### src/rtl/cbus_rr_arbiter.sv
// ============================================================================
// Module   : cbus_rr_arbiter
// Purpose  : Round-robin arbiter sharing one cbus port among NUM_PORTS
//            requesters; each grant covers a whole transaction incl. bursts.
// Options  : define CBUS_ARB_STATS_EN for per-port grant/wait counters.
// Revision : 1.0 - initial release
// ============================================================================
`default_nettype none

package cbus_pkg;

  typedef struct packed {
    logic        valid;
    logic        is_write;
    logic [2:0]  size;
    logic [31:0] addr;
    logic [3:0]  strobe;
    logic [31:0] data;
    logic [3:0]  len;
  } cbus_req_t;

  typedef struct packed {
    logic        ready;
    logic        last;
    logic [31:0] data;
  } cbus_resp_t;

  localparam int c_REQ_W  = $bits(cbus_req_t);
  localparam int c_RESP_W = $bits(cbus_resp_t);

endpackage

module cbus_rr_arbiter
  import cbus_pkg::*;
#(
  parameter int NUM_PORTS = 2,
  parameter int IDX_W     = $clog2(NUM_PORTS)
) (
  input  logic                          clk,
  input  logic                          resetn,
  input  logic [NUM_PORTS*c_REQ_W-1:0]  ireqs,
  output logic [NUM_PORTS*c_RESP_W-1:0] iresps,
  output logic [c_REQ_W-1:0]            oreq,
  input  logic [c_RESP_W-1:0]           oresp
`ifdef CBUS_ARB_STATS_EN
  ,
  output logic [NUM_PORTS*32-1:0]       stat_grants,
  output logic [NUM_PORTS*32-1:0]       stat_wait
`endif
);

  typedef enum logic [0:0] {
    S_IDLE = 1'b0,
    S_BUSY = 1'b1
  } state_t;

  state_t           r_state;
  logic [IDX_W-1:0] r_idx;
  logic [IDX_W-1:0] r_ptr;
  logic [IDX_W-1:0] w_pick;
  logic             w_any;
  logic             w_done;

  logic [NUM_PORTS-1:0] w_valid;
  cbus_req_t            w_req [NUM_PORTS];
  cbus_resp_t           w_resp;

  assign w_resp = cbus_resp_t'(oresp);
  assign w_done = (r_state == S_BUSY) && w_resp.ready && w_resp.last;

  for (genvar i = 0; i < NUM_PORTS; i++) begin : g_unpack
    assign w_req[i]   = cbus_req_t'(ireqs[i*c_REQ_W +: c_REQ_W]);
    assign w_valid[i] = w_req[i].valid;
  end

  // (base + k) mod NUM_PORTS for k in 1..NUM_PORTS; works for any port count.
  function automatic logic [IDX_W-1:0] rr_port(input logic [IDX_W-1:0] base,
                                               input int              k);
    int sum;
    sum = int'(base) + k;
    if (sum >= NUM_PORTS) sum = sum - NUM_PORTS;
    return sum[IDX_W-1:0];
  endfunction

  always_comb begin
    w_any  = 1'b0;
    w_pick = r_ptr;
    for (int k = 1; k <= NUM_PORTS; k++) begin
      if (!w_any && w_valid[rr_port(r_ptr, k)]) begin
        w_any  = 1'b1;
        w_pick = rr_port(r_ptr, k);
      end
    end
  end

  // ptr holds the last port served; reset to the top port so port 0 wins first.
  always_ff @(posedge clk or negedge resetn) begin
    if (!resetn) begin
      r_state <= S_IDLE;
      r_idx   <= '0;
      r_ptr   <= IDX_W'(NUM_PORTS - 1);
    end else if (r_state == S_IDLE) begin
      if (w_any) begin
        r_idx   <= w_pick;
        r_state <= S_BUSY;
      end
    end else if (w_done) begin
      r_state <= S_IDLE;
      r_ptr   <= r_idx;
    end
  end

  assign oreq = (r_state == S_BUSY) ? w_req[r_idx] : '0;

  for (genvar i = 0; i < NUM_PORTS; i++) begin : g_resp
    assign iresps[i*c_RESP_W +: c_RESP_W] =
      (r_state == S_BUSY && r_idx == IDX_W'(i)) ? w_resp : '0;
  end

`ifdef CBUS_ARB_STATS_EN
  // A port is waiting whenever it is valid and not the active grant, idle cycles included.
  for (genvar i = 0; i < NUM_PORTS; i++) begin : g_stats
    logic [31:0] r_grants;
    logic [31:0] r_wait;

    always_ff @(posedge clk or negedge resetn) begin
      if (!resetn) begin
        r_grants <= '0;
        r_wait   <= '0;
      end else begin
        if (r_state == S_IDLE && w_any && w_pick == IDX_W'(i))
          r_grants <= r_grants + 32'd1;
        if (w_valid[i] && !(r_state == S_BUSY && r_idx == IDX_W'(i)))
          r_wait <= r_wait + 32'd1;
      end
    end

    assign stat_grants[i*32 +: 32] = r_grants;
    assign stat_wait[i*32 +: 32]   = r_wait;
  end
`endif

endmodule

`default_nettype wire

### config.mk
export PLATFORM = sky130hd
export DESIGN_NAME = cbus_rr_arbiter
export DESIGN_NICKNAME = d
export VERILOG_FILES = /design/src/rtl/cbus_rr_arbiter.sv
export SDC_FILE = /design/constraint.sdc
export NUM_CORES = 1
export LEC_CHECK = 0
export ABC_AREA = 1
export BUFFER_PORTS_ARGS = -buffer_cell sky130_fd_sc_hd__buf_4
export CAP_MARGIN = 0
export CELL_PAD_IN_SITES_DETAIL_PLACEMENT = 1
export CELL_PAD_IN_SITES_GLOBAL_PLACEMENT = 2
export CORE_AREA = 2 2 133 135
export DETAILED_ROUTE_END_ITERATION = 16
export DIE_AREA = 0 0 135 137
export PLACE_DENSITY_LB_ADDON = 0.1
export SLEW_MARGIN = 25
export SYNTH_ARGS = -nofsm -noshare
export SYNTH_HDL_FRONTEND = slang
export SYNTH_SLANG_ARGS = --single-unit
export TNS_END_PERCENT = 50
### constraint.sdc
create_clock -name clk -period 1.4 [get_ports clk]
set_input_delay 0.14 -clock clk [delete_from_list [all_inputs] [get_ports clk]]
set_output_delay 0.14 -clock clk [all_outputs]
set_load 0.02 [all_outputs]
Word-level counts from Yosys, hierarchy flattened
Index checks and enable logic that the tools add are counted.

Bits of input ports: 190. Logic and storage cells: 42. Output and inout bits: 145. Bits in registers: 3.

Add/subtract/negate cells: 4. Muxes and demuxes: 19. Bitwise operators: 3. Reduce and logical (&&, ||, !) cells: 8. $lt $le $gt $ge: 5.

Operators by type and width (count): $mux W77 (4); $mux W34 (2); $mux W1 (13); $logic_and A1 B1 Y1 (5); $ge A2 B2 Y1 const B (2); $lt A1 B2 Y1 const B (2); $reduce_and A2 Y1 (2); $add A1 B2 Y3 const B (1); $ge A3 B2 Y1 const B (1); $add A1 B1 Y2 const B (1); $not A1 Y1 (2); $not A1 Y2 (1); $sub A1 B1 Y1 const B (2); $logic_not A1 Y1 (1).

Logic depth before layout (Yosys ltp)
Gate-level depths: netlist of the first run.

Depth in word-level cells: 11. Mapped depth: 7.

Worst setup path before layout of the first run
OpenSTA, ideal clock, no wires.

Kind: reg-to-output. From: reg r_idx. To: out iresps[10]. Slack: 0.174 ns. Path buffers: 1. Required time: 1.260 ns. Cell stages (with the launch flop): 5. Data arrival time: 1.086 ns. Cell sequence: dfrtp_1 > inv_2 > nand2_1 > buf_2 > nor2_1.

Longest elaborated chain between the ends: 3.

Ends and longest elaborated chain: start: declaration (line 58) `logic [IDX_W-1:0] r_idx;`; start signal: assignment (line 104) `r_idx <= w_pick;`; $not A1 Y1 (line 117) `(r_state == S_BUSY && r_idx == IDX_W'(i)) ? w_resp : '0;`; $logic_and A1 B1 Y1 (line 117); $mux W34 (line 117); end: declaration (line 42) `output logic [NUM_PORTS*c_RESP_W-1:0] iresps,`.

No other way between the ends.

Final worst setup path of the first run
From: reg r_idx. To: out oreq[2].

Longest elaborated chain between the ends: 5.

Ends and longest elaborated chain: $not A1 Y2 (not written as such) (line 113) `assign oreq = (r_state == S_BUSY) ? w_req[r_idx] : '0;`; $mux W77 (not written as such) (3 in a row) (line 113); $mux W77 (line 113); end: declaration (line 43) `output logic [c_REQ_W-1:0] oreq,`.

No other way between the ends. The select of a mux whose other input is x is not followed.

==> reports/results.tsv, run 1 <==
metric	value	unit
worst hold path class	input port to flop	
standard cell core area	0.0171	mm2
slowest cell on the critical path	dfrtp_2	
PnR worst setup slack	-0.0346	ns
required time worst endpoint	1.26	ns
Arr. time, crit path	1.29	ns
number of global-route vias before repair	3658	
Ports	335	
share of synthesized area occupied by flip-flops and latches	0.0457	
post-detailed-placement half-perimeter wirelength	11300	um
Bufs on Longest Clock Path	2	
kind of critical path	flop to output port	
Area Growth Syn to Fin	200	%
library cell used as clock root buffer	clkbuf_16	
die height	137	um
unrepaired setup endpoints after global routing	true	
final period utilization	1.02	
average vias per placed instance	3.91	
Yosys cell types	13	
total grt overflow	0	
Setup Skew	0.00321	ns
drt first pass iters	4	
die area	0.0185	mm2
TritonCTS Sinks	3	
count of state elements after synthesis	3	
net count after synthesis	573	
clk_lat worst skew	0.22	ns
Slew Viols, Final	0	
kind of capture point of the worst setup path	output port	
# diodes	0	
routed via count	3655	
average wire length per cell after detail routing	15.2	um
max_slew headroom	0.880	
pin count of the biggest net entering global routing	35	
kind of start point of the critical path	flop	
violation count after the first detailed-routing iteration	67	
fraction of final layout cells sized beyond drive strength 1	0.530	
final number of setup-violating endpoints	76	
DRC Markers	0	
wire length of the first global-routing pass	20000	um
Yosys warnings	0	
Post-layout nets	900	
Fmax achieved	697	MHz
violations in the final reports	setup timing	
RePlAce Congestion	0.788	
number of antenna violations at the first check in global routing	0	
cell with the most instances on the worst path	nand2_1	
sum of internal, switching and leakage power	5.70	mW
wirelength, routed	14200	um
maximum fanout along the worst path	18	
Hold Violations, Final	0	
Max IR drop VDD	488	uV
number of I/O port buffers	334	
actual transition at the worst max-transition pin	0.180	ns
clock tree from TritonCTS	yes	
effective utilization at floorplan	0.0980	
GRT Util Overall	0.137	
cell chain of the critical path	nand2_4, inv_8, buf_12, nand2_1, nand2_1, buf_6	
count of nets left with antenna violations after detail routing	0	
number of max-cap violations	0	
total power density per cell area	1140	mW/mm2
Clock transition at path regs	0.03	ns
WHS	0.147	ns
fin crit period	1.43	ns
number of buffers inserted during clock tree synthesis	3	
Syn Std Cell Area	0.00167	mm2
Horiz. Die Dim	135	um
Post-Synthesis Mean Instance Area	4.36	um2
filler-free cell count of the finished design	934	
Post-Place Cells	923	
floorplan row count	48	
run status	complete, but fails checks	
Place WS	0.0397	ns
hold depth	3	
LEAKAGE	2.98	nW
cell count after synthesis	383	
Crit path largest cell delay	0.41	ns
number of H-tree branching levels	1	
Reg2Reg Depth	5	
synthesized netlist by cell type:
master    instances  area, um2
dfrtp_1           2       50.1
nand2_1         161        604
and2_1            1       6.26
nor2_1           69        259
clkbuf_1         10       37.5
dfstp_2           1       26.3
buf_4             3       22.5
nand3_1          80        400
buf_6             4       45.0
inv_2             2       7.51
buf_2            14       70.1
inv_1            35        131
nand2_4           1       11.3
final timing paths:
check / from / end / slack (ns)
max in group asynchronous: resetn / r_ptr / 0.94
min: oresp[32] / r_ptr / 0.15
min in group asynchronous: resetn / r_idx / 0.27
max reg2reg: r_state / r_state / 0.28
max: r_idx / oreq[2] / -0.03
min reg2reg: r_ptr / r_ptr / 0.47
timing repair:
action                                  CTS  global route
endpoints found under the hold margin     3             0
resized for setup                        75            18
endpoints found under the setup margin  132           144
gates cloned                              1             3
hold buffers                              1             0
pin swaps                                19             0
buffers inserted                          2             0
cells by family after synthesis:
logic type | after synthesis | synth area share
buffers and inverters | 68 | 0.188
DFF | 3 | 0.0457
and+or+nand+nor | 312 | 0.766
flip-flops by register name, summed over array words and instances (netlist names):
signal and cells:
r_idx 1, r_ptr 1, r_state 1
final cells by class:
cell class	instances	area, um2
Tap cell	225	282
Clock buffer	4	78.8
Multi-Input combinational cell	312	1340
Sequential cell	3	78.8
Inverter	37	151
Fill cell	2211	12000
Timing Repair Buffer	353	3090
power by group:
| part | switching [mW] | total (mW) | internal (mW) |
|---|---|---|---|
| Combinational | 2.78 | 5.10 | 2.32 |
| Clock | 0.0775 | 0.453 | 0.376 |
| Sequential | 0.0236 | 0.137 | 0.114 |
critical path: cells and delay by family, from the launching register on:
family / cells / cell delay, ns
buffers and inverters: 3 / 0.40
and+or+nand+nor: 3 / 0.25
DFF: 1 / 0.41
layer usage:
layer	GRT usage	vias to the layer above	routed length (um)
li1	-	1815	-
met1	0.140	1677	5140
met2	0.288	159	8020
met3	0.0322	4	1030
met4	0.00868	0	45
met5	0	-	0
cell usage in the layout, fill, tap and decap left out, drive strengths merged:
| cell | synthesis | final |
|---|---|---|
| and2 | 1 | 1 |
| buf | 21 | 349 |
| clkbuf | 10 | 7 |
| clkinv | 0 | 1 |
| dfrtp | 2 | 2 |
| dfstp | 1 | 1 |
| dlygate4sd3 | 0 | 1 |
| inv | 37 | 36 |
| nand2 | 162 | 162 |
| nand3 | 80 | 80 |
| nor2 | 69 | 69 |
metrics by stage:
stage,cell area [um2],TNS (ns),util
finish,5020,-1.12,0.294
global placement,4480,0,0.262
CTS,4880,-3.31,0.286
global route,5020,-9.22,0.294
floorplan,1670,0,-
detailed placement,4480,0,0.262
Note: power is estimated with default switching activity, not from simulation.
==> run 2, diff against run 1 <==
--- a/config.mk
+++ b/config.mk
@@ -13,7 +13,7 @@
 export CORE_AREA = 2 2 133 135
 export DETAILED_ROUTE_END_ITERATION = 16
 export DIE_AREA = 0 0 135 137
-export PLACE_DENSITY_LB_ADDON = 0.1
+export PLACE_DENSITY = 0.95
 export SLEW_MARGIN = 25
 export SYNTH_ARGS = -nofsm -noshare
 export SYNTH_HDL_FRONTEND = slang
==> reports/results.tsv, run 2 (synthesis results as in run 1) <==
metric	value	unit	change
run status	complete, but fails checks		
violations in the final reports	setup timing		
average wire length per cell after detail routing	15.7	um	+3.0%
library cell used as clock root buffer	clkbuf_16		
die area	0.0185	mm2	unchanged
number of antenna violations at the first check in global routing	0		unchanged
standard cell core area	0.0171	mm2	unchanged
Horiz. Die Dim	135	um	unchanged
average vias per placed instance	4.03		+3.1%
buffering stage count on the worst path with inverters included	4		+1
max_slew headroom	0.783		-0.0974
Crit path largest cell delay	0.44	ns	+0.03 ns
total grt overflow	0		unchanged
wire length of the first global-routing pass	20100	um	+0.76%
Max IR drop VDD	431	uV	-12%
number of I/O port buffers	334		unchanged
kind of critical path	flop to output port		
Post-layout nets	920		+2.2%
internal reg-to-reg setup slack	0.21	ns	-0.07 ns
GR Util met1	0.147		+0.00678
largest registers	r_idx (1), r_ptr (1), r_state (1)		
Bufs on Longest Clock Path	2		unchanged
Global Route met2 Usage	0.272		-0.0158
LEAKAGE	3.24	nW	+8.7%
maximum fanout along the worst path	5		-13
count of nets left with antenna violations after detail routing	0		unchanged
effective utilization at floorplan	0.0980		unchanged
die height	137	um	unchanged
slowest cell on the critical path	dfrtp_2		
most congested layer reported by global routing	met2		
Arr. time, crit path	1.39	ns	+0.10 ns
met3 capacity usage during global routing	0.0404		+0.00815
most used cells in the layout excluding fill and tap cells	236 x buf_4, 113 x buf_6, 96 x nand2_1		
sum of internal, switching and leakage power	6.97	mW	+22%
final number of setup-violating endpoints	129		+70%
number of H-tree branching levels	1		unchanged
kind of start point of the critical path	flop		
kind of capture point of the worst setup path	output port		
actual transition at the worst max-transition pin	0.326	ns	+0.146 ns
number of buffers inserted during clock tree synthesis	3		unchanged
Fmax achieved	654	MHz	-6.2%
fin crit period	1.53	ns	+0.0954 ns
PnR worst setup slack	-0.130	ns	-0.0954 ns
Crit path max-delay family	buffers and inverters		
GRT Util Overall	0.138		+0.00176
most common cell after layout, fill and taps aside	buf_4		
number of max-cap violations	0		unchanged
worst hold path class	input port to flop		
DRC Markers	0		unchanged
Area Growth Syn to Fin	260	%	
drt first pass iters	4		unchanged
pin count of the biggest net entering global routing	32		-8.6%
Hold Violations, Final	0		unchanged
Slew Viols, Final	0		unchanged
Ports	335		unchanged
Clock transition at path regs	0.03	ns	about the same
final period utilization	1.09		+0.0682
Setup Skew	0.000404	ns	-0.00281 ns
wirelength, routed	15000	um	+5.2%
cell with the most instances on the worst path	buf_6		
unrepaired setup endpoints after global routing	true		
violation count after the first detailed-routing iteration	54		-19%
clock tree from TritonCTS	yes		
cell chain of the critical path	clkinv_4, buf_6, nand2_8, clkbuf_16, nor2_2, buf_6		
post-detailed-placement half-perimeter wirelength	10700	um	-6.0%
TritonCTS Sinks	3		unchanged
floorplan row count	48		unchanged
# diodes	0		unchanged
routed via count	3848		+5.3%
number of global-route vias before repair	3842		+5.0%
total power density per cell area	1160	mW/mm2	+1.9%
required time worst endpoint	1.26	ns	about the same
total negative slack	-9.04	ns	-7.92 ns
RePlAce Congestion	0.778		-1.3%
clk_lat worst skew	0.22	ns	about the same
fraction of final layout cells sized beyond drive strength 1	0.704		+0.173
==> run 2: worst min-delay path, cell delays in order <==
cell	delay, ns
buf_4	0.09
nand2_1	0.05
nand2_1	0.05
==> run 2: routing by layer <==
layer	wire, um	part of all wire	up-vias
met2	8110	0.54	185
met4	195	0.013	0
met3	1290	0.086	12
met1	5370	0.36	1786
met5	0	0	-
li1	-	-	1865
==> run 2: final cells by class <==
class | count | area, um2
Timing Repair Buffer | 372 | 3530
Sequential cell | 3 | 78.8
Tap cell | 225 | 282
Inverter | 37 | 156
Fill cell | 2116 | 11000
Multi-Input combinational cell | 313 | 1890
Clock buffer | 4 | 78.8
==> run 2: path summary, 6_finish.rpt <==
check                               start         end  cells after the start
worst max-delay path                r_idx  iresps[28]                      6
worst min-delay path            oresp[32]       r_ptr                      3
worst max register to register    r_state     r_state                      4
worst min register to register      r_ptr       r_ptr                      2
max in group asynchronous          resetn       r_ptr                      2
min in group asynchronous          resetn       r_idx                      2
==> run 2: power by group <==
group          internal, mW  switching (mW)  leakage (nW)
Clock                 0.376          0.0785        0.0382
Combinational          3.06            3.30          3.18
Sequential            0.114          0.0288        0.0305
Total                  3.55            3.41          3.24
==> run 2: repair_timing <==
action | 4_1_cts | 5_1_grt
endpoints found under the setup margin | 130 | 144
setup buffers | 4 | 1
endpoints found under the hold margin | 3 | 0
pin swaps | 28 | 25
hold buffers | 1 | 0
gates cloned | 5 | 6
resized for setup | 176 | 136
==> run 2: per-stage QoR <==
stage,setup slack (ns),std cells,hold WS [ns],utilization,cell area [um2]
floorplan,0.174,383,-0.156,-,1670
global placement,0.0839,934,-0.0663,0.265,4520
detailed placement,0.0532,934,-0.0650,0.265,4520
CTS,-0.133,948,0.148,0.318,5430
global route,-0.176,954,0.156,0.353,6020
finish,-0.130,954,0.141,0.353,6020
